### src/rtl/lsq_tag_queue_if.sv
// lsq_tag_queue_if: bundles the issue-side, address-unit-side and status
// signals of the LSU tag queue.
// Ports: flush, enq_valid/enq_ready/enq_tag, deq_valid/deq_ready/deq_tag,
//        count, full, empty, dup_err. slave = queue side, master = its user.
interface lsq_tag_queue_if #(
  parameter int TAG_W = 4,
  parameter int DEPTH = 8
);
  localparam int CNT_W = $clog2(DEPTH) + 1;

  logic             flush;
  logic             enq_valid;
  logic             enq_ready;
  logic [TAG_W-1:0] enq_tag;
  logic             deq_valid;
  logic             deq_ready;
  logic [TAG_W-1:0] deq_tag;
  logic [CNT_W-1:0] count;
  logic             full;
  logic             empty;
  logic             dup_err;

  modport slave (
    input  flush, enq_valid, enq_tag, deq_ready,
    output enq_ready, deq_valid, deq_tag, count, full, empty, dup_err
  );

  modport master (
    output flush, enq_valid, enq_tag, deq_ready,
    input  enq_ready, deq_valid, deq_tag, count, full, empty, dup_err
  );
endinterface

### src/rtl/lsq_tag_queue.sv
// lsq_tag_queue: in-order circular queue of reservation-station tags, oldest
//   presented first-word fall-through to the address unit. Latency 1 cycle
//   (enqueue at edge t visible after edge t, no empty bypass).
// Backpressure: enq_ready = !full (and !dup_hit with LSQ_DUP_CHECK_EN); it
//   never looks at deq_ready, so a full queue refuses even while popping.
// Ports: clk, rst (async active-low), q (lsq_tag_queue_if.slave).
// Optional macro LSQ_DUP_CHECK_EN: refuse a tag already held in the queue
//   and raise sticky dup_err; otherwise dup_err is tied low.
module lsq_tag_queue #(
  parameter int TAG_W = 4,
  parameter int DEPTH = 8
) (
  input logic             clk,
  input logic             rst,
  lsq_tag_queue_if.slave  q
);
  localparam int PTR_W = $clog2(DEPTH);
  localparam int CNT_W = $clog2(DEPTH) + 1;

  logic [TAG_W-1:0] mem_q [DEPTH];
  logic [PTR_W-1:0] rd_ptr_q, rd_ptr_d;
  logic [PTR_W-1:0] wr_ptr_q, wr_ptr_d;
  logic [CNT_W-1:0] count_q, count_d;
  logic             full, empty, enq_fire, deq_fire, enq_rdy;

  assign full  = (count_q == CNT_W'(DEPTH));
  assign empty = (count_q == '0);

`ifdef LSQ_DUP_CHECK_EN
  logic dup_hit;
  logic dup_err_q, dup_err_d;

  // Compare against every occupied slot as of the start of the cycle; a head
  // being popped this same cycle still counts as present.
  always_comb begin
    dup_hit = 1'b0;
    for (int k = 0; k < DEPTH; k++) begin
      if ((CNT_W'(k) < count_q) &&
          (mem_q[rd_ptr_q + PTR_W'(k)] == q.enq_tag))
        dup_hit = 1'b1;
    end
    dup_hit = dup_hit & q.enq_valid;
  end

  assign enq_rdy   = !full && !dup_hit;
  assign dup_err_d = q.flush ? 1'b0 : (dup_err_q | dup_hit);

  always_ff @(posedge clk or negedge rst) begin
    if (!rst) dup_err_q <= 1'b0;
    else      dup_err_q <= dup_err_d;
  end

  assign q.dup_err = dup_err_q;
`else
  assign enq_rdy   = !full;
  assign q.dup_err = 1'b0;
`endif

  assign enq_fire = q.enq_valid && enq_rdy;
  assign deq_fire = !empty && q.deq_ready;

  always_comb begin
    rd_ptr_d = rd_ptr_q;
    wr_ptr_d = wr_ptr_q;
    count_d  = count_q;
    if (q.flush) begin
      rd_ptr_d = '0;
      wr_ptr_d = '0;
      count_d  = '0;
    end else begin
      if (enq_fire) wr_ptr_d = wr_ptr_q + PTR_W'(1);
      if (deq_fire) rd_ptr_d = rd_ptr_q + PTR_W'(1);
      if (enq_fire && !deq_fire)      count_d = count_q + CNT_W'(1);
      else if (!enq_fire && deq_fire) count_d = count_q - CNT_W'(1);
    end
  end

  always_ff @(posedge clk or negedge rst) begin
    if (!rst) begin
      rd_ptr_q <= '0;
      wr_ptr_q <= '0;
      count_q  <= '0;
    end else begin
      rd_ptr_q <= rd_ptr_d;
      wr_ptr_q <= wr_ptr_d;
      count_q  <= count_d;
    end
  end

  // Storage is not reset; occupancy alone decides which slots are meaningful.
  always_ff @(posedge clk) begin
    if (enq_fire && !q.flush) mem_q[wr_ptr_q] <= q.enq_tag;
  end

  assign q.enq_ready = enq_rdy;
  assign q.deq_valid = !empty;
  assign q.deq_tag   = empty ? '0 : mem_q[rd_ptr_q];
  assign q.count     = count_q;
  assign q.full      = full;
  assign q.empty     = empty;
endmodule

### src/flat_wrapper.sv
// flat-port wrapper written by rule: the top's interface ports become plain ports
module lsq_tag_queue_flat 
#(
  parameter int TAG_W = 4,
  parameter int DEPTH = 8
)
  (clk, rst, q_flush, q_enq_valid, q_enq_tag, q_deq_ready, q_enq_ready, q_deq_valid, q_deq_tag, q_count, q_full, q_empty, q_dup_err);
  lsq_tag_queue_if #(.TAG_W(TAG_W), .DEPTH(DEPTH)) q_i ();
  input logic clk;
  input logic rst;
  input wire logic [$bits(q_i.flush)-1:0] q_flush;
  input wire logic [$bits(q_i.enq_valid)-1:0] q_enq_valid;
  input wire logic [$bits(q_i.enq_tag)-1:0] q_enq_tag;
  input wire logic [$bits(q_i.deq_ready)-1:0] q_deq_ready;
  output wire logic [$bits(q_i.enq_ready)-1:0] q_enq_ready;
  output wire logic [$bits(q_i.deq_valid)-1:0] q_deq_valid;
  output wire logic [$bits(q_i.deq_tag)-1:0] q_deq_tag;
  output wire logic [$bits(q_i.count)-1:0] q_count;
  output wire logic [$bits(q_i.full)-1:0] q_full;
  output wire logic [$bits(q_i.empty)-1:0] q_empty;
  output wire logic [$bits(q_i.dup_err)-1:0] q_dup_err;
  assign q_i.flush = q_flush;
  assign q_i.enq_valid = q_enq_valid;
  assign q_i.enq_tag = q_enq_tag;
  assign q_i.deq_ready = q_deq_ready;
  assign q_enq_ready = q_i.enq_ready;
  assign q_deq_valid = q_i.deq_valid;
  assign q_deq_tag = q_i.deq_tag;
  assign q_count = q_i.count;
  assign q_full = q_i.full;
  assign q_empty = q_i.empty;
  assign q_dup_err = q_i.dup_err;
  lsq_tag_queue #(.TAG_W(TAG_W), .DEPTH(DEPTH)) u_core (.clk(clk), .rst(rst), .q(q_i));
endmodule
### config.mk
export PLATFORM = sky130hd
export DESIGN_NAME = lsq_tag_queue_flat
export DESIGN_NICKNAME = d
export VERILOG_FILES = /design/src/rtl/lsq_tag_queue_if.sv /design/src/rtl/lsq_tag_queue.sv /design/src/flat_wrapper.sv
export SDC_FILE = /design/constraint.sdc
export NUM_CORES = 1
export LEC_CHECK = 0
export ABC_AREA = 1
export BUFFER_PORTS_ARGS = -buffer_cell sky130_fd_sc_hd__buf_2
export CAP_MARGIN = 25
export CORE_ASPECT_RATIO = 1.25
export CORE_MARGIN = 8
export CORE_UTILIZATION = 50
export CTS_CLUSTER_SIZE = 12
export DETAILED_ROUTE_END_ITERATION = 8
export GPL_TIMING_DRIVEN = 0
export HOLD_SLACK_MARGIN = 0.15
export PLACE_DENSITY = 0.69
export SYNTH_ARGS = -nofsm -noshare
export SYNTH_HDL_FRONTEND = slang
export SYNTH_SLANG_ARGS = --single-unit
### constraint.sdc
create_clock -name clk -period 4 [get_ports clk]
set_clock_uncertainty 0.2 [all_clocks]
set_input_delay 0.4 -clock clk [delete_from_list [all_inputs] [get_ports clk]]
set_output_delay 0.4 -clock clk [all_outputs]
set_load 0.01 [all_outputs]
==> impl_metrics.ini, run 1 <==
[cells_and_area]
fin_util_pct = 58.7
area_delta_synth_final_pct = 13.1
postLayoutCellArea_um2 = 2220
antenna_cells = 0
drive_gt1_share_pct = 20.0
nNetsFinal = 228

[setup_path]
reg2reg_depth = 10
r2r-start = u_core.q.count[1]$_DFFE_PN0P_
crit_fanout = 10
arrival_ns = 1.75
rrSetupSlack_ns = 1.72
criticalPathCategory = flop to output port
cp-endpoint = q_deq_tag[2]
critical_path_required_ns = 3.40
r2r-end = u_core.q.count[3]$_DFFE_PN0P_
start_kind = flop
crit_path_end_kind = output port
critPathLaunch = u_core.rd_ptr_q[0]$_DFFE_PN0P_

[synthesis]
synthSimpleGateAreaFrac_pct = 16.1
synth_common_cells = nor2_1 (35), edfxtp_1 (32), nand2_1 (22), o21ai_0 (22), inv_1 (15)
synth_most_common_cell = nor2_1
synth_area_leaders = edfxtp_1 (49%), dfrtp_1 (13%), nor2_1 (6.7%), o21ai_0 (5.6%), nand2_1 (4.2%)
yosysWarnings = 0
synthAdderAreaFrac_pct = 3.57
synth_xor_area_share_pct = 0.446
synth.net_count = 200
syn-instance-count = 186
yosysSeqAreaShare_pct = 61.7
yosys.area.top_type = edfxtp_1
synthMuxAreaShare_pct = 2.04
synth.distinct_cells = 27
synth_top_area_share_pct = 48.9
synth_top_family_by_area = simple AND/OR/NAND/NOR gates
ys.flop_type = edfxtp_1
synth_compound_area_share_pct = 11.4
ys_async_sr_fraction_pct = 23.8
ys_seq_elements = 42
synth_edf_count = 32
syn_area_um2 = 1960
syn_avg_cell_area_um2 = 10.6

[floorplan]
io_pins = 22
rows = 25
die_h_um = 86.1
design.core.area_um2 = 3780
die_w_um = 72.1
dieArea_um2 = 6200
start_util_pct = 51.9

[global_route]
globalRouteMet3Util_pct = 4.55
grt_pass1_vias = 1404
grt_pass1_wl_um = 6600
grt_start_max_net_pins = 13
use_met2_pct = 23.3
grt.total_usage_pct = 13.9
gr-total-overflow = 0
met1_usage_pct = 15.6
grt.busiest_layer = met2
antenna_found_initial = 0

[placed_design]
gp_congestion = 0.784
hpwlAfterDp_um = 2970
place_area_um2 = 2130
portBuffers = 20
place_ws_ns = 1.77

[power_and_ir_drop]
ir_drop_v = 0.000422
p_total_mw = 1.36
p_leak_nw = 0.923
power_density_nw_per_um2 = 610

[detailed_routing]
routed_wl_um = 3890
dr.first_iter.drc_count = 78
vias = 1374
remaining_drc_errors = 0
via_per_inst = 5.11
drtAntennaViolNets = 0
drt_pass1_iterations = 4
post_drt_wl_per_cell_um = 14.5

[timing]
layout_min_cycle_time_ns = 2.35
setup_viol = 0
rsz0062_at_grt = false
fmax_mhz = 425
fin_tns_setup_ns = 0
period_share_pct = 58.8
hold_violations = 0
setup_ws_ns = 1.65
drv_slew = 0

[clock_tree]
cts.sinks = 42
cts_root_buffer = clkbuf_8
ctsResizeCount = 0
clk_pin_slew_worst_paths_ns = 0.08
cts_made_buffers = 5
clkLatencyLatePin_ns = 0.28
cts_tree = yes
htreeDepth = 2
clk_path_buf_depth = 2

[min_path]
hold_class = input port to flop

[run]
drv_cap = 0

[status]
outcome = finished, final reports clean
## stage by stage
stage | hold WS (ns) | instances
floorplan | -0.0956 | 186
global placement | 0.0773 | 260
detailed placement | 0.0803 | 260
finish | 0.193 | 269
global route | 0.191 | 269
CTS | 0.185 | 269
## layout by cell type (no fill, tap or decap)
master / n
nor2_1: 35
edfxtp_1: 32
buf_2: 24
o21ai_0: 22
nand2_1: 22
inv_1: 15
dfrtp_1: 10
nand3_1: 6
a21oi_1: 5
clkbuf_8: 5
nand2_2: 4
mux2i_1: 4
o22ai_1: 4
ha_1: 4
o21ai_1: 3
clkbuf_1: 3
inv_2: 2
o21a_1: 2
o21ai_2: 2
nor2_4: 1
nand2_4: 1
nor2_2: 1
nand3_4: 1
a21oi_2: 1
xor2_1: 1
a21o_1: 1
fa_1: 1
buf_4: 1
conb_1: 1
dlygate4sd3_1: 1
## flip-flops by register name (all words and copies together) (netlist names)
signal           count
u_core.q.count       4
u_core.wr_ptr_q      3
u_core.rd_ptr_q      3
u_core.mem_q        32
## layout make-up
cell class	count	area, µm²
fill	320	1560
sequential	42	1210
multi-input combinational	122	662
timing repair buffer	21	110
clock buffer	8	80.1
tap	54	67.6
inverter	17	63.8
buffer	5	27.5
## kinds of logic after synthesis
kind of cell | after synthesis
xor gates and xnor gates | 1
muxes | 4
other | 1
adders and majority gates | 5
and+or+nand+nor | 71
buffers and inverters | 22
AOI/OAI and AO/OA | 40
DFF | 42
## layer usage
metal | part of all wire (%) | wire length (µm) | vias to the layer above
li1 | - | - | 682
met1 | 43 | 1670 | 648
met2 | 50 | 1950 | 38
met3 | 5.3 | 207 | 6
met4 | 1.6 | 63 | 0
met5 | 0 | 0 | -
## report_power, final
part | leakage [nW] | internal, mW | switching (mW)
Sequential | 0.422 | 0.508 | 0.0499
Combinational | 0.462 | 0.203 | 0.339
Clock | 0.0395 | 0.124 | 0.131
Total | 0.923 | 0.836 | 0.520
## what timing repair did
item | in CTS | in global routing
setup buffers | 0 | 0
hold buffers | 1 | 0
endpoints found under the setup margin | 0 | 0
endpoints found under the hold margin | 10 | 0
## how the worst min path moves through the flow
stage                      start                       endpoint  slack, ns  cells after the start
floorplan                    rst  u_core.q.count[0]$_DFFE_PN0P_       -0.1                      0
global placement             rst  u_core.q.count[0]$_DFFE_PN0P_       0.08                      1
detailed placement           rst  u_core.q.count[0]$_DFFE_PN0P_       0.08                      1
CTS                 q_enq_tag[0]   u_core.mem_q[6][0]$_DFFE_PP_       0.19                      1
global route        q_enq_tag[3]   u_core.mem_q[7][3]$_DFFE_PP_       0.19                      1
finish              q_enq_tag[0]   u_core.mem_q[6][0]$_DFFE_PP_       0.19                      1
## worst max-delay path, cell delays in order (launching register included)
cell and delay (ns):
dfrtp_1 0.38, buf_2 0.16, inv_1 0.12, buf_2 0.24, nor2_1 0.07, o21ai_0 0.14, o21ai_0 0.10, nor2_1 0.11
buf_2 0.14
No activity file was read; power rests on OpenSTA's default activity.
==> run 2: changes to the inputs <==
==> constraint.sdc (replaced) <==
create_clock -name clk -period 2.35 [get_ports clk]
set_clock_uncertainty 0.2 [all_clocks]
set_input_delay 0.235 -clock clk [delete_from_list [all_inputs] [get_ports clk]]
set_output_delay 0.235 -clock clk [all_outputs]
set_load 0.01 [all_outputs]
==> impl_metrics.ini, run 2 (synthesized netlist as in run 1, its figures left out) <==
[clock_tree]
cts_root_buffer = clkbuf_8
cts.sinks = 42
clkLatencyLatePin_ns = 0.28
clk_path_buf_depth = 2
cts_made_buffers = 5
htreeDepth = 2
postCtsSetupRepairBufs = 0
cts_tree = yes
clk_pin_slew_worst_paths_ns = 0.07

[setup_path]
critPathLaunch = u_core.q.count[1]$_DFFE_PN0P_
reg2reg_depth = 10
crit_fanout = 7
r2r-start = u_core.q.count[1]$_DFFE_PN0P_
criticalPathCategory = flop to flop
rrSetupSlack_ns = 0.15
crit_path_end_kind = flop
path_common_cell = nand3_1
critical_path_required_ns = 2.32
r2r-end = u_core.q.count[3]$_DFFE_PN0P_
worstPathCellList = nor2_4 -> nand2_2 -> nand2_4 -> nand3_4 -> ha_1 -> a21o_1 -> a21oi_2 -> nand3_1 -> nand3_1 -> nand2_1
arrival_ns = 2.17
start_kind = flop
critPathMaxStageDelay_ns = 0.46
cp_slowest_cell = dfrtp_2

[cells_and_area]
area_delta_synth_final_pct = 17.7
top_register = u_core.mem_q
largest_reg_flops = 32
final_common_cell = nor2_1
nNetsFinal = 236
most-common-layout-cells = nor2_1 (34), edfxtp_1 (32), buf_2 (23)
fin_util_pct = 61.1
antenna_cells = 0
drive_gt1_share_pct = 20.6

[timing]
setup_viol = 0
hold_violations = 0
rsz0062_at_grt = false
drv_slew = 0
fin_tns_setup_ns = 0
layout_min_cycle_time_ns = 2.20
setup_ws_ns = 0.153
period_share_pct = 93.5
holdWs_ns = 0.406
fmax_mhz = 455

[floorplan]
io_pins = 22
dieArea_um2 = 6200
die_h_um = 86.1
die_w_um = 72.1
start_util_pct = 51.9
design.core.area_um2 = 3780
rows = 25

[global_route]
grt_start_max_net_pins = 13
gr-total-overflow = 0
grt_pass1_vias = 1453
antenna_found_initial = 0
grt.total_usage_pct = 14.3
grt_pass1_wl_um = 6780

[run]
drv_cap = 0

[detailed_routing]
via_per_inst = 5.09
post_drt_wl_per_cell_um = 14.4
dr.first_iter.drc_count = 82
vias = 1409
drtAntennaViolNets = 0
remaining_drc_errors = 0
drt_pass1_iterations = 4
routed_wl_um = 3990

[min_path]
hold_start = u_core.q.count[1]$_DFFE_PN0P_
holdPathStages = 2
min_to = u_core.q.count[1]$_DFFE_PN0P_
hold_class = flop to flop

[placed_design]
hpwlAfterDp_um = 2970
portBuffers = 20
gp_congestion = 0.784
place_ws_ns = 0.117

[status]
outcome = finished, final reports clean

[power_and_ir_drop]
p_total_mw = 2.34
power_density_nw_per_um2 = 1010
ir_drop_v = 0.000674
p_leak_nw = 0.958
run 2: changes by cell type in the layout (fill, tap and decap cells not counted), sizes merged:
cell         delta
dlygate4sd3     +8
run 2: area by class of cell:
cell class | instances | area [µm²]
repair buffers | 29 | 190
well taps | 54 | 67.6
plain buffers | 5 | 30.0
multi-input cells | 122 | 668
clock buffers | 8 | 80.1
fillers | 311 | 1470
inverters | 17 | 63.8
flip-flops and latches | 42 | 1210
run 2: repair_timing:
action / 4_1_cts / 5_1_grt
endpoints found under the hold margin: 50 / 0
hold buffers: 9 / 0
setup endpoints to repair: 0 / 3
gates resized for setup: 0 / 5
run 2: per-layer routing:
layer  share of wire (%)  up-vias  global-route usage [%]
li1                    -      699                       -
met1                  43      665                    15.9
met2                  50       37                    23.5
met3                 4.8        8                    4.90
met4                 2.0        0                    7.08
met5                   0        -                       0
run 2: critical path, delay by kind of cell (launching register included):
family	cells	cell delay (ns)
AO/OA/AOI/OAI	2	0.34
flip-flops	1	0.46
adder cells (fa/ha/maj)	1	0.30
AND/OR/NAND/NOR	7	0.80
run 2: worst max-delay path by stage:
stage,slack [ns],depth (start not counted),to
5_1_grt,0.003,8,u_core.mem_q[4][3]$_DFFE_PP_
3_3_place_gp,0.19,10,u_core.q.count[3]$_DFFE_PN0P_
3_5_place_dp,0.12,10,u_core.q.count[3]$_DFFE_PN0P_
4_1_cts,0.1,10,u_core.q.count[3]$_DFFE_PN0P_
6_report,0.15,10,u_core.q.count[3]$_DFFE_PN0P_
2_1_floorplan,0.29,10,u_core.q.count[3]$_DFFE_PN0P_
run 2: stage by stage:
stage,cells,area (µm²)
after floorplan,186,1960
after global placement,260,2130
after detailed placement,260,2130
after CTS,277,2300
after global routing,277,2310
final,277,2310
run 2: power breakdown:
part	internal, mW	leakage, nW	switching (mW)	total [mW]
Combinational	0.366	0.498	0.589	0.955
Sequential	0.867	0.421	0.0869	0.954
Clock	0.211	0.0395	0.222	0.433
Total	1.44	0.958	0.898	2.34
